==> src/rtl/spypath_meas_ctrl.sv <==
`timescale 1ns/1ps
// Launch/capture sequencer for a bank of delay-chain paths under test: runs
// 2^LOG2_TRIALS trials on one selected path and reports sum/min/max latency.

module spypath_meas_ctrl_chk #(
    parameter int NUM_PATHS = 4
) (
    input  logic                 clk,
    input  logic                 rst_n,
    input  logic [NUM_PATHS-1:0] path_launch,
    input  logic                 busy,
    input  logic                 done
);

    a_launch_onehot: assert property (@(posedge clk) disable iff (!rst_n)
        $onehot0(path_launch));

    a_launch_only_busy: assert property (@(posedge clk) disable iff (!rst_n)
        (|path_launch) |-> busy);

    a_done_not_busy: assert property (@(posedge clk) disable iff (!rst_n)
        done |-> !busy);

endmodule

module spypath_meas_ctrl #(
    parameter int NUM_PATHS   = 4,
    parameter int SEL_W       = 2,
    parameter int CNT_W       = 12,
    parameter int LOG2_TRIALS = 4,
    parameter int SETTLE_CYC  = 64,
    parameter int TIMEOUT     = 4000
) (
    input  logic                         clk,
    input  logic                         rst_n,
    input  logic                         start,
    input  logic [SEL_W-1:0]             path_sel,
    output logic [NUM_PATHS-1:0]         path_launch,
    input  logic [NUM_PATHS-1:0]         path_result,
    output logic                         busy,
    output logic                         done,
    output logic [1:0]                   err,
    output logic [CNT_W+LOG2_TRIALS-1:0] sum_cnt,
    output logic [CNT_W-1:0]             min_cnt,
    output logic [CNT_W-1:0]             max_cnt
);

    localparam int SUM_W = CNT_W + LOG2_TRIALS;
    localparam int SET_W = $clog2(SETTLE_CYC + 1);
    localparam logic [SET_W-1:0]       SETTLE_LAST = SET_W'(SETTLE_CYC - 1);
    localparam logic [CNT_W-1:0]       TIMEOUT_CNT = CNT_W'(TIMEOUT);
    localparam logic [LOG2_TRIALS-1:0] LAST_TRIAL  = {LOG2_TRIALS{1'b1}};
    localparam logic [SEL_W:0]         PATH_LIMIT  = (SEL_W + 1)'(NUM_PATHS);
    localparam logic [1:0]             ERR_OK      = 2'd0;
    localparam logic [1:0]             ERR_TIMEOUT = 2'd1;
    localparam logic [1:0]             ERR_BAD_SEL = 2'd2;

    typedef enum logic [2:0] {
        ST_IDLE   = 3'd0,
        ST_SETTLE = 3'd1,
        ST_COUNT  = 3'd2,
        ST_ACCUM  = 3'd3,
        ST_DONE   = 3'd4
    } state_t;

    state_t                 state_r;
    logic [NUM_PATHS-1:0]   s1_r;
    logic [NUM_PATHS-1:0]   s2_r;
    logic [NUM_PATHS-1:0]   launch_r;
    logic [NUM_PATHS-1:0]   sel_dec_s;
    logic [SEL_W-1:0]       sel_r;
    logic [SET_W-1:0]       settle_cnt_r;
    logic [CNT_W-1:0]       cnt_r;
    logic [CNT_W-1:0]       meas_r;
    logic [CNT_W-1:0]       min_r;
    logic [CNT_W-1:0]       max_r;
    logic [SUM_W-1:0]       sum_r;
    logic [LOG2_TRIALS-1:0] trial_r;
    logic                   baseline_r;
    logic                   busy_r;
    logic                   done_r;
    logic [1:0]             err_r;
    logic                   sel_bit_s;
    logic                   sel_ok_s;
    logic                   changed_s;

    // Decode the latched select and pick out its synchronized result bit.
    always_comb begin
        sel_dec_s = {NUM_PATHS{1'b0}};
        for (int i = 0; i < NUM_PATHS; i++) begin
            sel_dec_s[i] = (sel_r == SEL_W'(i));
        end
        sel_bit_s = |(s2_r & sel_dec_s);
        sel_ok_s  = ({1'b0, path_sel} < PATH_LIMIT);
        // Polarity-agnostic: any departure from the settled level counts.
        changed_s = sel_bit_s ^ baseline_r;
    end

    // Two-flop synchronizer on every raw path output.
    always_ff @(posedge clk or negedge rst_n) begin
        if (!rst_n) begin
            s1_r <= {NUM_PATHS{1'b0}};
            s2_r <= {NUM_PATHS{1'b0}};
        end else begin
            s1_r <= path_result;
            s2_r <= s1_r;
        end
    end

    // Measurement sequencer with registered launch lines and results.
    always_ff @(posedge clk or negedge rst_n) begin
        if (!rst_n) begin
            state_r      <= ST_IDLE;
            sel_r        <= {SEL_W{1'b0}};
            settle_cnt_r <= {SET_W{1'b0}};
            cnt_r        <= {CNT_W{1'b0}};
            meas_r       <= {CNT_W{1'b0}};
            min_r        <= {CNT_W{1'b0}};
            max_r        <= {CNT_W{1'b0}};
            sum_r        <= {SUM_W{1'b0}};
            trial_r      <= {LOG2_TRIALS{1'b0}};
            baseline_r   <= 1'b0;
            launch_r     <= {NUM_PATHS{1'b0}};
            busy_r       <= 1'b0;
            done_r       <= 1'b0;
            err_r        <= ERR_OK;
        end else begin
            done_r <= 1'b0;
            case (state_r)
                ST_IDLE: begin
                    launch_r <= {NUM_PATHS{1'b0}};
                    if (start) begin
                        if (sel_ok_s) begin
                            sel_r        <= path_sel;
                            sum_r        <= {SUM_W{1'b0}};
                            min_r        <= {CNT_W{1'b1}};
                            max_r        <= {CNT_W{1'b0}};
                            trial_r      <= {LOG2_TRIALS{1'b0}};
                            settle_cnt_r <= {SET_W{1'b0}};
                            busy_r       <= 1'b1;
                            state_r      <= ST_SETTLE;
                        end else begin
                            // Rejected select: report and leave results untouched.
                            done_r  <= 1'b1;
                            err_r   <= ERR_BAD_SEL;
                            state_r <= ST_DONE;
                        end
                    end
                end
                ST_SETTLE: begin
                    launch_r <= {NUM_PATHS{1'b0}};
                    if (settle_cnt_r == SETTLE_LAST) begin
                        baseline_r <= sel_bit_s;
                        cnt_r      <= {CNT_W{1'b0}};
                        launch_r   <= sel_dec_s;
                        state_r    <= ST_COUNT;
                    end else begin
                        settle_cnt_r <= settle_cnt_r + SET_W'(1);
                    end
                end
                ST_COUNT: begin
                    if (changed_s) begin
                        meas_r   <= cnt_r;
                        launch_r <= {NUM_PATHS{1'b0}};
                        state_r  <= ST_ACCUM;
                    end else if (cnt_r == TIMEOUT_CNT) begin
                        launch_r <= {NUM_PATHS{1'b0}};
                        busy_r   <= 1'b0;
                        done_r   <= 1'b1;
                        err_r    <= ERR_TIMEOUT;
                        state_r  <= ST_DONE;
                    end else begin
                        cnt_r <= cnt_r + CNT_W'(1);
                    end
                end
                ST_ACCUM: begin
                    launch_r <= {NUM_PATHS{1'b0}};
                    sum_r    <= sum_r + {{LOG2_TRIALS{1'b0}}, meas_r};
                    if (meas_r < min_r) begin
                        min_r <= meas_r;
                    end
                    if (meas_r > max_r) begin
                        max_r <= meas_r;
                    end
                    if (trial_r == LAST_TRIAL) begin
                        busy_r  <= 1'b0;
                        done_r  <= 1'b1;
                        err_r   <= ERR_OK;
                        state_r <= ST_DONE;
                    end else begin
                        trial_r      <= trial_r + LOG2_TRIALS'(1);
                        settle_cnt_r <= {SET_W{1'b0}};
                        state_r      <= ST_SETTLE;
                    end
                end
                ST_DONE: begin
                    launch_r <= {NUM_PATHS{1'b0}};
                    state_r  <= ST_IDLE;
                end
                default: begin
                    launch_r <= {NUM_PATHS{1'b0}};
                    busy_r   <= 1'b0;
                    state_r  <= ST_IDLE;
                end
            endcase
        end
    end

    assign path_launch = launch_r;
    assign busy        = busy_r;
    assign done        = done_r;
    assign err         = err_r;
    assign sum_cnt     = sum_r;
    assign min_cnt     = min_r;
    assign max_cnt     = max_r;

    spypath_meas_ctrl_chk #(
        .NUM_PATHS(NUM_PATHS)
    ) u_chk (
        .clk        (clk),
        .rst_n      (rst_n),
        .path_launch(launch_r),
        .busy       (busy_r),
        .done       (done_r)
    );

endmodule
==> config.mk <==
export PLATFORM = sky130hd
export DESIGN_NAME = spypath_meas_ctrl
export DESIGN_NICKNAME = d
export VERILOG_FILES = /design/src/rtl/spypath_meas_ctrl.sv
export SDC_FILE = /design/constraint.sdc
export NUM_CORES = 1
export LEC_CHECK = 0
export ABC_CLOCK_PERIOD_IN_PS = 2500
export CORE_MARGIN = 10
export CORE_UTILIZATION = 55
export CTS_BUF_LIST = sky130_fd_sc_hd__clkbuf_4
export DETAILED_ROUTE_END_ITERATION = 8
export PLACE_DENSITY = 0.78
export SLEW_MARGIN = 20
export SYNTH_ARGS = -nofsm -noshare
export SYNTH_HDL_FRONTEND = slang
export SYNTH_HIERARCHICAL = 1
export SYNTH_SLANG_ARGS = --single-unit
export TNS_END_PERCENT = 30
==> constraint.sdc <==
create_clock -name clk -period 2.5 [get_ports clk]
set_input_delay 0.5 -clock clk [delete_from_list [all_inputs] [get_ports clk]]
set_output_delay 0.5 -clock clk [all_outputs]
set_load 0.01 [all_outputs]
# After elaboration in Yosys (flattened, before gate mapping)
# Index checks and enable logic that the tools add are counted.
[classes]
magnitude_cmp = 2
n_eq_ne = 21
n_reduce_logical = 20
muxes = 42
bitwise_logic = 3
add_sub_neg = 4
[op_table]
columns = ["op", "count"]
rows = [
  ["2-to-1 mux 12 bit", 7],
  ["case mux 12 bit (2 select lines)", 3],
  ["case mux 16 bit (2 select lines)", 1],
  ["2-to-1 mux 7 bit", 3],
  ["case mux 7 bit (3 select lines)", 1],
  ["2-to-1 mux 4 bit", 5],
  ["inequality test 2 bit, second input constant", 10],
  ["adder 16 x 12 -> 16 bit", 1],
  ["2-to-1 mux 16 bit", 1],
  ["case mux 4 bit (2 select lines)", 2],
  ["2-to-1 mux 3 bit", 5],
  ["adder 12 x 1 -> 12 bit, second input constant", 1],
  ["equality test 12 bit, second input constant", 1],
  ["> comparator 12 bit", 1],
  ["less-than comparator 12 bit", 1],
  ["case mux 3 bit (4 select lines)", 1],
  ["AND reduction 3 bit", 4],
  ["AND reduction 4 bit", 3],
  ["AND reduction 2 bit", 4],
  ["adder 7 x 1 -> 7 bit, second input constant", 1],
  ["equality test 7 x 6 -> 1 bit, second input constant", 1],
  ["2-to-1 mux 1 bit", 7],
  ["equality test 3 x 2 -> 1 bit, second input constant", 2],
  ["2-to-1 mux 2 bit", 3],
  ["20 further kinds", 23],
]
[totals]
out_inout_bits = 48
elab_cells = 108
input_bits = 9
register_bits = 97

# Depth between registers and ports, before layout
# Gate-level depths: netlist (run 1).
[depth]
ltp_word = 6
depth_mapped = 9
mapped_depth_nobuf = 9

# Least setup slack after synthesis (run 1)
# No wires, ideal clock.
[synth_timing]
kind = "flip-flop to flip-flop"
start = "reg max_r[11] (netlist: max_cnt[11])"
end = "reg max_r[10] (netlist: max_cnt[10])"
required_ns = 2.375
path_stages_with_launch = 10
path_buffers = 1
setup_time_ns = 0.125
path_slack_ns = 0.225
synth_period_minus_slack_ns = 2.275
arrival_ns = 2.150
cell_sequence = "dfrtp_1 > inv_1 > ha_1 > and4_1 > nand4_1 > a21oi_1 > a211oi_1 > a21oi_1 > clkbuf_1 > mux2_2"
[synth_between]
elab_chain_len = 3
[synth_rtl]
columns = ["element", "line_no", "text"]
rows = [
  ["from (decl)", "76", "logic [CNT_W-1:0] max_r;"],
  ["from (signal assigned)", "119", "max_r <= {CNT_W{1'b0}};"],
  ["from (signal assigned)", "137", "max_r <= {CNT_W{1'b0}};"],
  ["from (signal assigned)", "183", "max_r <= meas_r;"],
  ["> comparator 12 bit", "182", "if (meas_r > max_r) begin"],
  ["inequality test 2 bit (no source line)", "-", ""],
  ["AND reduction 3 bit (no source line)", "-", ""],
]
# Every way passes these cells.
# A chain may end at the register's enable or synchronous reset.

# Worst setup path after layout (run 1)
[layout_timing]
start = "reg sel_r[1]"
end = "reg cnt_r[11]"
[layout_between]
elab_chain_len = 6
word_cells_on_any_way = 9
cone_classes = "eq/ne: 4; bitwise: 2; reduce/logical: 3"
[layout_rtl]
columns = ["element", "line_no", "text"]
rows = [
  ["from (decl)", "71", "logic [SEL_W-1:0] sel_r;"],
  ["from (signal assigned)", "114", "sel_r <= {SEL_W{1'b0}};"],
  ["from (signal assigned)", "134", "sel_r <= path_sel;"],
  ["equality test 2 x 1 -> 1 bit (tied with other cells)", "91", "sel_dec_s[i] = (sel_r == SEL_W'(i));"],
  ["AND 4 bit (*)", "93", "sel_bit_s = |(s2_r & sel_dec_s);"],
  ["OR reduction 4 bit (*)", "93", ""],
  ["bitwise XOR 1 bit (*)", "96", "changed_s = sel_bit_s ^ baseline_r;"],
  ["inequality test 2 bit (no source line) (*)", "-", ""],
  ["AND reduction 4 bit (no source line) (*)", "-", ""],
  ["to (signal assigned)", "116", "cnt_r <= {CNT_W{1'b0}};"],
  ["to (signal assigned)", "154", "cnt_r <= {CNT_W{1'b0}};"],
  ["to (signal assigned)", "173", "cnt_r <= cnt_r + CNT_W'(1);"],
  ["to (decl)", "73", "logic [CNT_W-1:0] cnt_r;"],
]
# Mark *: on every way between the ends. The rest lies on a longest branch, timed or not.

==> impl_metrics.csv, run 1 <==
group,metric,value,unit
clocking,root_buffer,"clkbuf_4",
min_path,hp-class,"input pin to async pin",
detailed_routing,wirelength,11800,um
detailed_routing,initialDrtViolationCount,189,
logic_synthesis,synth_edf_count,0,
run,maxCapViolCount,0,
setup_path,crit_path_start_kind,"register",
global_routing,overflow,0,
timing,fin_crit,2.37,ns
logic_synthesis,yosysMostFrequentCell,"dfrtp_1",
timing,relSlewSlack,0.584,
timing,max_freq,422,MHz
die,core,0.00915,mm^2
timing,setup_viol,0,
logic_synthesis,synth_cell_type_count,57,
global_routing,grt_pass1_vias,4018,
placement,io_buffer_count,55,
clocking,insertion_delay,0.45,ns
logic_synthesis,ys.warnings.count,6,
setup_path,worst_setup_path_end_kind,"register",
global_routing,antenna_found_initial,0,
final_layout,stdcell_area,0.00609,mm^2
clocking,cts.repair.resized,0,
placement,gp_congestion,0.855,
logic_synthesis,synthTopCellsByCount,"96 x dfrtp_1, 49 x nand2_1, 42 x nor2_1",
die,initial_utilization,0.561,
clocking,postCtsSetupBuffers,0,
logic_synthesis,synth-seq-cells,96,
placement,hpwl,8960,um
pwr,power.leakage,2.95,nW
final_layout,area_growth,18.5,%
timing,period_share,0.949,
detailed_routing,routedWlPerCell,17.1,um
detailed_routing,dr.pass1.iters,5,
logic_synthesis,syn_area_per_cell,10.2,um^2
logic_synthesis,synth_area,0.00514,mm^2
logic_synthesis,synth_area_leaders,"dfrtp_1 47%, ha_1 9.5%, mux2_2 4.4%",
clocking,clkSinkCount,96,
final_layout,fillers,712,
detailed_routing,via_count,4035,
setup_path,crit_type,"register to register",
final_layout,nets,622,
pwr,p_per_area,857,mW/mm^2
final_layout,diodes,0,
die,io_pins,57,
timing,hold_slack,0.0366,ns
global_routing,grt_max_degree,54,
detailed_routing,vias_per_cell,5.86,
final_layout,final_util,0.665,
pwr,power.total,5.22,mW
die,die_w,117,um
timing,tightest_slew,0.618,ns
logic_synthesis,synth_area_leader_cell,"dfrtp_1",
global_routing,grt_pass1_wl,19800,um
timing,tns,0,ns
logic_synthesis,synth_ff_type,"dfrtp_1",
logic_synthesis,synth_top_area_share,0.468,
die,fp.dieH,117,um
timing,drv_slew,0,
timing,skew,0.0226,ns
clocking,cts_max_level,3,
timing,finalHoldViolations,0,
die,dieArea,0.0136,mm^2
run_status,status,"finished, final reports clean",
die,fp-row-count,35,
logic_synthesis,synthArstFlopShare,1.00,
clocking,cts_made_buffers,9,
setup_path,worst_ep_arrival_time,2.77,ns
clocking,cts_tree,"done",
detailed_routing,post-route-drc-count,0,
global_routing,grt_use_total,0.182,
logic_synthesis,synthCells,502,
logic_synthesis,ys_seq_area_frac,0.468,
detailed_routing,ant_nets,0,
final_layout,drive_gt1_frac,0.118,
clocking,cts.path.max_buffers,2,
setup_path,path_max_fanout,8,
placement,postPlaceCellArea,0.00592,mm^2
pwr,ir_drop,574,uV
clocking,path_clk_slew,0.17,ns
clocking,ctsHoldBuffers,0,
setup_path,cp.required,2.90,ns
logic_synthesis,syn-num-nets,551,
## cell type report
| type | instances | area [um^2] | share of cell area |
|---|---|---|---|
| tap | 111 | 139 | 0.0228 |
| sequential | 96 | 2400 | 0.395 |
| inverter | 34 | 128 | 0.0210 |
| clock buffer | 9 | 67.6 | 0.0111 |
| multi-input combinational | 356 | 2570 | 0.423 |
| clock inverter | 7 | 61.3 | 0.0101 |
| timing repair buffer | 76 | 718 | 0.118 |
## cells by family after synthesis
group,after synthesis,share of synthesized area
flops,96,0.468
fa+ha+maj,40,0.0989
xor+xnor,23,0.0407
mux,26,0.0580
buf+inv,50,0.0390
other cells,1,0.000730
simple gates,158,0.151
compound gates,108,0.144
## flip-flops by register name (all words and copies together), names as in the netlist
register / count
sum_cnt: 16
cnt_r: 12
max_cnt: 12
meas_r: 12
min_cnt: 12
settle_cnt_r: 7
path_launch: 4
s1_r: 4
s2_r: 4
trial_r: 4
state_r: 3
sel_r: 2
baseline_r: 1
busy: 1
done: 1
err: 1
## worst paths after layout
check	start	slack [ns]	cells past startpoint	end
setup / recovery	sel_r[1]	0.13	6	cnt_r[11]
hold / removal	rst_n	0.04	1	sum_cnt[5]
setup reg to reg	sel_r[1]	0.13	6	cnt_r[11]
hold reg to reg	s1_r[0]	0.37	0	s2_r[0]
max in group asynchronous	rst_n	1.76	2	min_cnt[11]
min in group clk	s1_r[0]	0.37	0	s2_r[0]
## layout by cell type, fill, tap and decap left out, types with 5 or more instances in the layout
cell / instances
a211oi_1: 5
a21o_1: 12
a21oi_1: 16
and3_1: 12
buf_4: 21
clkbuf_4: 9
clkdlybuf4s50_1: 54
dfrtp_1: 96
ha_1: 39
inv_1: 34
mux2_2: 20
mux2i_1: 5
nand2_1: 49
nand2b_1: 7
nand3_1: 8
nand4_1: 10
nor2_1: 42
nor3_1: 5
o211ai_1: 7
o21ai_0: 30
o22a_1: 12
xnor2_1: 5
xor2_1: 17
## power by group
| group | switching, mW | total (mW) | internal [mW] |
|---|---|---|---|
| clock network | 0.590 | 0.818 | 0.228 |
| registers | 0.379 | 2.34 | 1.96 |
| logic | 0.983 | 2.06 | 1.08 |
| total | 1.95 | 5.22 | 3.27 |
## per-stage QoR
step / setup slack, ns / cells
6_report: 0.129 / 689
5_1_grt: -0.00161 / 689
4_1_cts: 0.144 / 689
3_5_place_dp: 0.187 / 673
3_3_place_gp: 0.225 / 673
2_1_floorplan: 0.225 / 502
## worst max-delay path, stage by stage (launching register included)
cell and delay [ns]:
dfrtp_1 0.50, mux4_2 0.60, xor2_4 0.21, and2_4 0.20, a211o_1 0.34, or3_1 0.33, a21oi_1 0.14
## per-layer routing
metal / wire, um / share of wire / global-route usage
met5: 0 / 0 / 0
met4: 109 / 0.0092 / 0.0412
met3: 651 / 0.055 / 0.0426
met2: 5790 / 0.49 / 0.303
met1: 5240 / 0.44 / 0.236
(Power assumes the default switching activity.)
==> inputs of run 2 (changes only) <==
- CTS_BUF_LIST: sky130_fd_sc_hd__clkbuf_4 -> sky130_fd_sc_hd__clkbuf_8
- SYNTH_HIERARCHICAL: 1 -> default
==> run 2 against run 1 <==
Sequential cell count is the same. Area after synthesis is the same. Non-clock buffer count is the same. Critical endpoint unchanged. Critical path depth is the same. Largest cell class unchanged. Synthesized cell count is the same. Clock power grew 22%. Worst setup slack gained 0.019 ns. Sequential power is essentially flat. Via count is essentially flat. Sequential share of layout area shrank 0.26 points. Routed wire length grew 1.2%. Largest power group unchanged.
==> impl_metrics.csv, run 2 <==
group,metric,value,unit
setup_path,slowest_delay,0.57,ns
detailed_routing,post-route-drc-count,0,
clocking,cts_made_buffers,9,
final_layout,final_common_cell,"dfrtp_1",
clocking,cts_max_level,3,
clocking,clkSinkCount,96,
die,core,0.00915,mm^2
final_layout,diodes,0,
global_routing,overflow,0,
detailed_routing,initialDrtViolationCount,203,
placement,gp_congestion,0.855,
logic_synthesis,yosys.area_share.simple,0.151,
detailed_routing,dr.pass1.iters,4,
logic_synthesis,synth_edf_count,0,
setup_path,path_max_fanout,8,
setup_path,timing.rr.start,"sel_r[1]",
setup_path,path_cells,"mux4_2 > xor2_2 > and2_4 > a211o_1 > or3_1 > a21oi_1",
logic_synthesis,synthArstFlopShare,1.00,
logic_synthesis,synth_top_area_share,0.468,
detailed_routing,routedWlPerCell,17.3,um
final_layout,area_growth,19.3,%
logic_synthesis,synth.area.mux_share,0.0580,
die,die_w,117,um
clocking,cts_tree,"done",
timing,hold_slack,0.124,ns
logic_synthesis,synthCells,502,
final_layout,final_util,0.670,
timing,setup_slack,0.148,ns
clocking,postCtsSetupBuffers,0,
setup_path,reg2reg_depth,6,
logic_synthesis,synth-compound-area-share,0.144,
logic_synthesis,yosysMostFrequentCell,"dfrtp_1",
clocking,insertion_delay,0.38,ns
setup_path,worst_setup_path_end_kind,"register",
detailed_routing,vias_per_cell,5.86,
detailed_routing,ant_nets,0,
pwr,ir_drop,546,uV
logic_synthesis,synth_area,0.00514,mm^2
final_layout,layout_common_cells,"96 x dfrtp_1, 54 x clkdlybuf4s50_1, 49 x nand2_1",
die,fp-row-count,35,
logic_synthesis,ys.warnings.count,0,
timing,period_share,0.941,
detailed_routing,wirelength,11900,um
setup_path,cpMaxStageDelayCell,"mux4_2",
logic_synthesis,synth_cell_type_count,57,
pwr,p_per_area,880,mW/mm^2
setup_path,path_buf_inv,0,
timing,tightest_slew,0.647,ns
global_routing,grt_pass1_wl,20200,um
die,fp.dieH,117,um
pwr,power.leakage,2.97,nW
run_status,status,"finished, final reports clean",
global_routing,grt_max_degree,54,
logic_synthesis,synth_area_leader_cell,"dfrtp_1",
timing,max_freq,425,MHz
final_layout,drive_gt1_frac,0.116,
setup_path,crit_path_start_kind,"register",
run,maxCapViolCount,0,
setup_path,worst_ep_arrival_time,2.66,ns
logic_synthesis,synth-seq-cells,96,
clocking,cts.repair.resized,0,
logic_synthesis,syn-num-nets,551,
global_routing,grt_pass1_vias,4038,
final_layout,largest_register_ffs,16,
setup_path,cp.required,2.81,ns
setup_path,crit_type,"register to register",
global_routing,antenna_found_initial,0,
logic_synthesis,synthTopCellsByCount,"96 x dfrtp_1, 49 x nand2_1, 42 x nor2_1",
logic_synthesis,syn_area_per_cell,10.2,um^2
timing,skew,0.0143,ns
clocking,cts.path.max_buffers,2,
logic_synthesis,synth_ff_type,"dfrtp_1",
logic_synthesis,synth_area_leaders,"dfrtp_1 47%, ha_1 9.5%, mux2_2 4.4%",
detailed_routing,via_count,4037,
clocking,root_buffer,"clkbuf_8",
timing,setup_viol,0,
global_routing,grt_use_total,0.186,
die,dieArea,0.0136,mm^2
final_layout,nets,622,
timing,rsz0062_at_grt,"true",
die,initial_utilization,0.561,
min_path,hp-class,"input pin to async pin",
logic_synthesis,synth_xor_area_frac,0.0407,
clocking,path_clk_slew,0.11,ns
setup_path,timing.rr.end,"cnt_r[11]",
die,io_pins,57,
timing,relSlewSlack,0.565,
setup_path,cpLargestDelayFamily,"multiplexers",
clocking,ctsHoldBuffers,0,
placement,io_buffer_count,55,
logic_synthesis,synth-adder-area-share,0.0989,
timing,finalHoldViolations,0,
timing,fin_crit,2.35,ns
logic_synthesis,ys_seq_area_frac,0.468,
placement,dpl_worst_slack,0.187,ns
logic_synthesis,synth_top_family_by_area,"simple AND/OR/NAND/NOR gates",
placement,hpwl,8960,um
timing,drv_slew,0,
setup_path,r2r_setup_slack,0.15,ns
[run 2: how the worst max path moves through the flow]
stage / end / slack, ns / start / depth (start not counted)
after CTS: cnt_r[8] / 0.13 / settle_cnt_r[0] / 7
after global placement: cnt_r[9] / 0.23 / sel_r[1] / 6
after global routing: sum_cnt[10] / -0.05 / meas_r[0] / 9
after detailed placement: cnt_r[11] / 0.19 / sel_r[1] / 6
final: cnt_r[11] / 0.15 / sel_r[1] / 6
after floorplan: max_cnt[10] / 0.23 / max_cnt[11] / 9
[run 2: logic make-up after synthesis]
logic type | count (synthesis)
AND/OR/NAND/NOR | 158
AO/OA/AOI/OAI | 108
flip-flops | 96
buffers and inverters | 50
adder cells (fa/ha/maj) | 40
multiplexers | 26
XOR/XNOR | 23
other | 1
[run 2: area by class of cell]
| cell class | instances | area, um^2 |
|---|---|---|
| Clock buffer | 9 | 124 |
| Clock inverter | 7 | 61.3 |
| Fill cell | 703 | 3020 |
| Inverter | 34 | 128 |
| Multi-Input combinational cell | 356 | 2560 |
| Sequential cell | 96 | 2400 |
| Tap cell | 111 | 139 |
| Timing Repair Buffer | 76 | 718 |
[run 2: metal layers]
metal / GRT usage / share of wire
met5: 0 / 0
met4: 0.0618 / 0.013
met3: 0.0370 / 0.054
met2: 0.311 / 0.49
met1: 0.237 / 0.44
[run 2: per-stage QoR]
step	total power [mW]	TNS, ns	cell area, um^2	std cells
global route	5.79	-0.0450	6130	689
global placement	4.33	0	5920	673
CTS	5.43	0	6110	689
finish	5.39	0	6130	689
floorplan	3.41	0	5140	502
detailed placement	4.41	0	5920	673
[run 2: worst register-to-register path: cells and delay by family, from the launching register on]
| family | cells | cell delay, ns |
|---|---|---|
| compound gates | 2 | 0.49 |
| xor+xnor | 1 | 0.23 |
| flops | 1 | 0.46 |
| mux | 1 | 0.57 |
| simple gates | 2 | 0.55 |
[run 2: power breakdown]
group / internal (mW) / switching [mW]
logic: 1.07 / 0.986
registers: 1.96 / 0.373
clock network: 0.385 / 0.613
total: 3.42 / 1.97
==> inputs of run 3 (changes only) <==
- ABC_AREA: default -> 1
- CAP_MARGIN: default -> 5
- PLACE_DENSITY: 0.78 -> 0.77
==> run 3 against run 2 <==
Area after synthesis grew 13%. Critical endpoint is now max_cnt[5]. Utilization shrank 1.9 points. Clock power grew 10%. Global-route usage is essentially flat. First-iteration DRC count grew 120%. Highest routed layer unchanged. Die area grew 11%. Cell area grew 9.6%. Non-clock buffer count shrank 8.
==> impl_metrics.csv, run 3 <==
group,metric,value,unit
setup_path,worst_setup_path_end_kind,"register",
timing,max_freq,458,MHz
global_routing,grt_max_degree,51,
setup_path,crit_type,"register to register",
final_layout,layout_common_cells,"258 x nand2_1, 103 x inv_1, 96 x dfrtp_1",
detailed_routing,post-route-drc-count,0,
detailed_routing,vias_per_cell,5.21,
timing,skew,0.0143,ns
run,maxCapViolCount,0,
global_routing,grt_use_total,0.186,
detailed_routing,wirelength,13700,um
clocking,cts.repair.resized,0,
die,io_pins,57,
pwr,seq_power_share,0.572,
min_path,hp-class,"input pin to async pin",
logic_synthesis,synthArstFlopShare,1.00,
detailed_routing,dr_wl_met3,814,um
pwr,p_per_area,408,mW/mm^2
final_layout,area_growth,15.6,%
final_layout,nets,879,
clocking,root_buffer,"clkbuf_8",
timing,period_share,0.874,
setup_path,r2r_setup_slack,0.31,ns
placement,postPlaceCellArea,0.00651,mm^2
detailed_routing,via_count,5063,
die,dieArea,0.0151,mm^2
global_routing,overflow,0,
timing,drv_slew,0,
placement,hpwl,10500,um
clocking,path_clk_slew,0.09,ns
pwr,switching_share,0.218,
final_layout,largest_register_ffs,16,
logic_synthesis,synth_area_leaders,"dfrtp_1 41%, nand2_1 17%, ha_1 8.4%",
logic_synthesis,synth-seq-cells,96,
logic_synthesis,synth_edf_count,0,
timing,rsz0062_at_grt,"false",
setup_path,crit_path_start_kind,"register",
clocking,cts.path.max_buffers,2,
timing,tightest_slew,0.523,ns
setup_path,reg2reg_depth,11,
setup_path,timing.rr.start,"max_cnt[11]",
pwr,pwr-share-comb,0.026,
placement,gp_congestion,0.935,
timing,setup_slack,0.315,ns
clocking,insertion_delay,0.37,ns
logic_synthesis,synth_area_leader_cell,"dfrtp_1",
detailed_routing,initialDrtViolationCount,449,
detailed_routing,top_layer,"met4",
timing,finalHoldViolations,0,
pwr,power_frac_clock,0.402,
detailed_routing,routedWlPerCell,14.1,um
clocking,postCtsSetupBuffers,0,
clocking,cts_max_level,3,
pwr,power.total,2.74,mW
die,fp.dieH,123,um
pwr,ir_drop,319,uV
placement,dpl_worst_slack,0.356,ns
timing,fin_crit,2.19,ns
setup_path,cp.required,2.76,ns
logic_synthesis,synth_ff_type,"dfrtp_1",
clocking,clkSinkCount,96,
die,die_w,123,um
die,fp-row-count,37,
logic_synthesis,ys_seq_area_frac,0.413,
final_layout,stdcell_count,971,
logic_synthesis,synthTopCellsByCount,"258 x nand2_1, 101 x inv_1, 96 x dfrtp_1",
placement,io_buffer_count,55,
detailed_routing,dr.pass1.iters,5,
placement,dp_cells,955,
logic_synthesis,syn-num-nets,820,
logic_synthesis,syn_area_per_cell,7.54,um^2
detailed_routing,wl_met2,6540,um
setup_path,worst_ep_arrival_time,2.44,ns
die,initial_utilization,0.563,
final_layout,diodes,0,
global_routing,grt_pass1_wl,22700,um
clocking,cts_made_buffers,9,
final_layout,stdcell_area,0.00672,mm^2
clocking,cts_tree,"done",
pwr,p_int,2.14,mW
global_routing,antenna_found_initial,0,
logic_synthesis,synth_top_area_share,0.413,
final_layout,final_common_cell,"nand2_1",
die,core,0.0103,mm^2
timing,relSlewSlack,0.651,
run_status,status,"finished, final reports clean",
logic_synthesis,ys.warnings.count,0,
clocking,ctsHoldBuffers,0,
logic_synthesis,synth_cell_type_count,39,
logic_synthesis,synthCells,771,
final_layout,drive_gt1_frac,0.0802,
logic_synthesis,synth_area,0.00581,mm^2
detailed_routing,ant_nets,0,
detailed_routing,wl_met1,5990,um
timing,tns,0,ns
setup_path,path_max_fanout,13,
timing,setup_viol,0,
global_routing,grt_pass1_vias,4732,
setup_path,timing.rr.end,"max_cnt[5]",
logic_synthesis,yosysMostFrequentCell,"nand2_1",
pwr,power.leakage,3.51,nW
pwr,power_switching,0.598,mW
==> run 3: through the flow <==
stage	util	hold WS, ns
floorplan	-	0.204
global placement	0.630	0.333
detailed placement	0.630	0.335
CTS	0.651	0.00309
global route	0.651	0.00950
finish	0.651	0.0101
==> run 3: cell families after synthesis <==
| kind of cell | Yosys count | synth area share |
|---|---|---|
| buf+inv | 124 | 0.0902 |
| flops | 96 | 0.413 |
| other cells | 1 | 0.000645 |
| compound gates | 81 | 0.0831 |
| simple gates | 419 | 0.310 |
| xor+xnor | 10 | 0.0151 |
| fa+ha+maj | 40 | 0.0874 |
==> run 3: cell type report <==
type                    instances  area, um^2
clock inverters                 7        88.8
multi-input cells             551        2890
inverters                     104         390
fillers                       910        3600
flip-flops and latches         96        2400
well taps                     136         170
clock buffers                   9         124
repair buffers                 68         658
==> run 3: power groups by stage <==
stage	sequential, mW	clock (mW)	combinational, mW
floorplan	1.60	0	0.0195
global placement	1.60	0	0.0718
detailed placement	1.60	0	0.0731
CTS	1.57	1.12	0.0731
global route	1.57	1.19	0.0813
finish	1.57	1.10	0.0700
==> run 3: how the worst max path moves through the flow <==
stage                             end  cells past startpoint        start
final                      max_cnt[5]                     11  max_cnt[11]
after global routing       max_cnt[5]                     11  max_cnt[11]
after CTS                  max_cnt[5]                     11  max_cnt[11]
after detailed placement  min_cnt[10]                      8        start
after global placement     min_cnt[7]                      8        start
after floorplan           sum_cnt[14]                     13   sum_cnt[0]
==> run 3: critical path: stages (launching register included) <==
cell	delay (ns)
dfrtp_1	0.40
inv_1	0.06
ha_1	0.30
nand2_1	0.10
nor2_1	0.06
nor2b_1	0.14
nand2_1	0.06
nand2_1	0.04
inv_1	0.32
nand2_1	0.35
nand3_1	0.17
nand2_1	0.07
==> run 3: routing by layer <==
metal  vias to the layer above  global-route usage
li1                       2575                   -
met1                      2345               0.231
met2                       123               0.307
met3                        20              0.0358
met4                         0              0.0869
met5                         -                   0
